File: config.mk
export PLATFORM = sky130hd
export DESIGN_NAME = ld_inc_counter
export DESIGN_NICKNAME = d
export VERILOG_FILES = /design/src/rtl/ld_inc_counter.sv
export SDC_FILE = /design/constraint.sdc
export NUM_CORES = 1
export LEC_CHECK = 0
export CAP_MARGIN = 30
export CORE_MARGIN = 3
export CORE_UTILIZATION = 44
export DETAILED_ROUTE_END_ITERATION = 8
export GPL_ROUTABILITY_DRIVEN = 0
export PLACE_DENSITY = 0.76
export SKIP_LAST_GASP = 1
export SLEW_MARGIN = 40
export SYNTH_ARGS = -nofsm -noshare
export SYNTH_HDL_FRONTEND = slang
export SYNTH_SLANG_ARGS = --single-unit
File: constraint.sdc
create_clock -name clk -period 1.88 [get_ports clk]
set_input_delay 0.376 -clock clk [delete_from_list [all_inputs] [get_ports clk]]
set_output_delay 0.376 -clock clk [all_outputs]
set_load 0.05 [all_outputs]
File: src/rtl/ld_inc_counter.sv
// ld_inc_counter
//   Loadable up/down counter with fill-state tracking and overflow-attempt
//   accounting. Feeds the downstream counter-overflow assertion checker.
//
//   Build option: define LD_INC_COUNTER_WRAP_EN to make an overflow increment
//   wrap max -> 0. By default the counter saturates at max.
//
// Parameters
//   WIDTH      counter width (data_in / data_out)
//   ERR_CNT_W  width of the saturating overflow-attempt counter
//
// Ports
//   clk        rising-edge clock
//   rst        synchronous active-high reset
//   ld         load data_in (highest priority; inc/dec ignored)
//   inc        increment request
//   dec        decrement request (inc+dec together is a no-op)
//   data_in    load value
//   data_out   registered count
//   inc_rdy    an increment would be accepted without overflow
//   at_max     data_out == 2^WIDTH-1
//   at_zero    data_out == 0
//   ovf_pulse  one-cycle pulse for an inc request made while full
//   ovf_sticky set by an overflow attempt, cleared only by rst
//   ovf_count  overflow attempts, saturating at all-ones
module ld_inc_counter #(
  parameter int WIDTH     = 3,
  parameter int ERR_CNT_W = 4
) (
  input  logic                 clk,
  input  logic                 rst,
  input  logic                 ld,
  input  logic                 inc,
  input  logic                 dec,
  input  logic [WIDTH-1:0]     data_in,
  output logic [WIDTH-1:0]     data_out,
  output logic                 inc_rdy,
  output logic                 at_max,
  output logic                 at_zero,
  output logic                 ovf_pulse,
  output logic                 ovf_sticky,
  output logic [ERR_CNT_W-1:0] ovf_count
);

  typedef enum logic [1:0] {
    EMPTY    = 2'd0,
    COUNTING = 2'd1,
    FULL     = 2'd2
  } state_t;

  localparam logic [WIDTH-1:0] CNT_MAX = '1;

  state_t           state;
  state_t           state_nxt;
  logic [WIDTH-1:0] cnt_nxt;
  logic             ovf_req;

  // Next count and overflow detection. The fill state is re-derived from the
  // next count so loads can jump directly between any two states.
  always_comb begin
    ovf_req = inc && !dec && !ld && (state == FULL);
    cnt_nxt = data_out;
    if (ld) begin
      cnt_nxt = data_in;
    end else if (inc && !dec) begin
      if (state != FULL) begin
        cnt_nxt = data_out + 1'b1;
      end
`ifdef LD_INC_COUNTER_WRAP_EN
      else begin
        cnt_nxt = '0;
      end
`else
      // Saturate: an increment at max leaves the count unchanged.
`endif
    end else if (dec && !inc) begin
      // Underflow at zero is silently ignored.
      if (state != EMPTY) begin
        cnt_nxt = data_out - 1'b1;
      end
    end

    if (cnt_nxt == '0) begin
      state_nxt = EMPTY;
    end else if (cnt_nxt == CNT_MAX) begin
      state_nxt = FULL;
    end else begin
      state_nxt = COUNTING;
    end
  end

  // Status flags are registered alongside the state they describe.
  always_ff @(posedge clk) begin
    if (rst) begin
      data_out   <= '0;
      state      <= EMPTY;
      inc_rdy    <= 1'b1;
      at_max     <= 1'b0;
      at_zero    <= 1'b1;
      ovf_pulse  <= 1'b0;
      ovf_sticky <= 1'b0;
      ovf_count  <= '0;
    end else begin
      data_out  <= cnt_nxt;
      state     <= state_nxt;
      inc_rdy   <= (state_nxt != FULL);
      at_max    <= (state_nxt == FULL);
      at_zero   <= (state_nxt == EMPTY);
      ovf_pulse <= ovf_req;
      if (ovf_req) begin
        ovf_sticky <= 1'b1;
      end
      if (ovf_req && (ovf_count != '1)) begin
        ovf_count <= ovf_count + 1'b1;
      end
    end
  end

endmodule

==> metrics.cfg <==
[clock_network]
htree_levels = 1
postCtsHoldBufs = 0
insertion_delay_ns = 0.27
clkTransAtPathRegs_ns = 0.08
cts-root-buf = clkbuf_4
post-cts-setup-buffers = 0
numCtsBuffers = 3
cts_resized = 0
clock_path_buffers = 2
tritoncts = done
cts_sinks = 13

[die]
die_w_um = 44.6
die_h_um = 44.6
coreArea_sq_um = 1350
start_util = 0.485
io_pins = 20
die-area_sq_um = 1990
num_rows = 13

[routing]
first_pass_iters = 4
wl_per_cell_um = 11.5
drc = 0
drt_wl_total_mm = 1.28
postRouteAntennaNets = 0
first_iter_violations = 4
vias = 555
viasPerCell = 5.00

[setup_path]
crit_chain = clkdlybuf4s50_1
path_delay_family = buffers and inverters
cp-start-kind = flop
crit_arrival_ns = 1.42
reg2reg_to = state[0]
path_buf_inv = 1
crit_path_max_incr_delay_ns = 0.80
critPathSlowestCell = clkdlybuf4s50_1
cp_max_fo = 4
reg2regPathDepth = 8
r2r_setup_slack_ns = 0.15
r2r_start = data_out[1]
critPathCaptureType = output port
worstSetupPathType = flop to output port
required_ns = 1.50

[sta]
layout_min_cycle_time_ns = 1.80
fmax_mhz = 555
worstMarginPinSlew_ns = 0.514
layout_setup_ws_ns = 0.0795
drv_slew = 0
tns_ns = 0
finalCritPeriodShare = 0.958
hold_viol = 0
maxSlewHeadroom = 0.656
skew_ns = 0.00360
setup_viol = 0
rsz0062_at_grt = false

[logic_synthesis]
async_reset_ff_frac = 0
synthCells = 71
avgSynthCellArea_sq_um = 9.22
syn_area_sq_um = 654
synthSimpleGateAreaFrac = 0.184
synth_compound_area_frac = 0.164
synth_seq_area_share = 0.398
synth_fa_ha_area_frac = 0.0574
synth-edff-count = 0
yosys_warnings = 0
synth_top_area_cell = dfxtp_1
synth_ff_type = dfxtp_1
synth.most_common_cell = dfxtp_1
synthDistinctLibCells = 29
yosys.area.top_type_share = 0.398
synth_top_family_by_area = simple AND/OR/NAND/NOR gates
yosys-mux-area-fraction = 0.0650
yosys_register_bits = 13
synth-xor-area-share = 0.0803
synthesis.nets = 82
synth_common_cells = dfxtp_1, nor2_1, nand2_1
netlist_top_cells_area = dfxtp_1, ha_1, xor2_1, nor2_1, mux2_2

[global_route]
grt_antenna_before_repair = 0
overflow = 0
grt_max_degree = 11
grt_use_total = 0.145
grt_pass1_wl_mm = 2.11
grt_pass1_vias = 520

[status]
status = finished clean

[min_path]
hold_path.startpoint = ovf_sticky
hp-class = flop to flop
min_to = ovf_sticky
min_delay_path_depth = 2

[finish]
num_antenna_cells = 0
final_nets = 108
fill_cells = 112
drive_gt1_frac = 0.219
areaGrowthSynthToFinish_pct = 37.1

[place]
pre_cts_slack_ns = -0.289
hpwl_mm = 1.03
port_buffers = 19

[run]
drv_cap = 0

[power]
power_density_nw_per_um2 = 682
irDropWorstVdd_mv = 0.416
power_mw = 0.612
leakage_nw = 0.396

[routing by layer]
layer	up-vias	part of all wire	global-route usage
li1	286	-	-
met1	253	0.49	0.179
met2	14	0.45	0.221
met3	2	0.049	0.0488
met4	0	0.0070	0.0783
met5	-	0	0
[cell usage in the layout (no fill, tap or decap), types with 2 or more instances in the layout]
| cell | synthesis | layout |
|---|---|---|
| a21oi_1 | 3 | 3 |
| buf_4 | 0 | 10 |
| clkbuf_4 | 0 | 3 |
| clkdlybuf4s50_1 | 0 | 11 |
| dfxtp_1 | 13 | 11 |
| dfxtp_2 | 0 | 2 |
| dlymetal6s2s_1 | 0 | 2 |
| ha_1 | 3 | 3 |
| inv_1 | 5 | 5 |
| mux2_2 | 2 | 2 |
| mux2i_1 | 2 | 2 |
| nand2_1 | 6 | 6 |
| nand2b_1 | 2 | 2 |
| nor2_1 | 9 | 9 |
| o21bai_1 | 3 | 3 |
| xnor2_1 | 2 | 2 |
| xor2_1 | 4 | 4 |
[where the power goes]
part           internal, mW  switching, mW
combinational        0.0637         0.0800
sequential            0.288         0.0118
clock                0.0821         0.0855
total                 0.434          0.177
[metrics by stage]
stage	cell area, sq um	hold slack (ns)	utilization	instances
floorplan	657	0.516	-	71
global placement	866	0.433	0.641	107
detailed placement	866	0.448	0.641	107
CTS	892	0.459	0.661	111
global route	897	0.496	0.665	111
finish	897	0.453	0.665	111
[worst register-to-register path: cells and delay by family, from the launching register on]
family / cells / cell delay [ns]
and+or+nand+nor: 1 / 0.09
buffers and inverters: 1 / 0.06
adders and majority gates: 1 / 0.29
AOI/OAI and AO/OA: 4 / 0.59
muxes: 1 / 0.26
DFF: 1 / 0.38
[state kept, by name, summed over array words and instances, names as in the netlist]
| signal | flops |
|---|---|
| inc_rdy | 1 |
| ovf_sticky | 1 |
| ovf_pulse | 1 |
| at_max | 1 |
| state | 1 |
| ovf_count | 4 |
| at_zero | 1 |
| data_out | 3 |
[cells by family after synthesis]
group                      Yosys count
xor gates and xnor gates             6
DFF                                 13
muxes                                4
AOI/OAI and AO/OA                   14
and+or+nand+nor                     24
adders and majority gates            3
buffers and inverters                7
[final cells by class]
class	count	area, sq um	share of cell area
sequential	13	263	0.293
timing repair buffer	23	210	0.234
clock buffer	4	26.3	0.0293
inverter	5	18.8	0.0209
multi-input combinational	51	360	0.402
tap	15	18.8	0.0209
[how the worst max path moves through the flow]
| stage | cells after the start | slack, ns | endpoint | startpoint |
|---|---|---|---|---|
| CTS | 7 | 0.004 | ovf_count[3] | dec |
| global route | 1 | 0.03 | data_out[0] | data_out[0] |
| floorplan | 6 | 0.05 | ovf_count[3] | at_max |
| global placement | 7 | -0.25 | ovf_count[3] | dec |
| detailed placement | 7 | -0.29 | ovf_count[3] | dec |
| finish | 1 | 0.08 | data_out[0] | data_out[0] |
(Power assumes the default switching activity.)
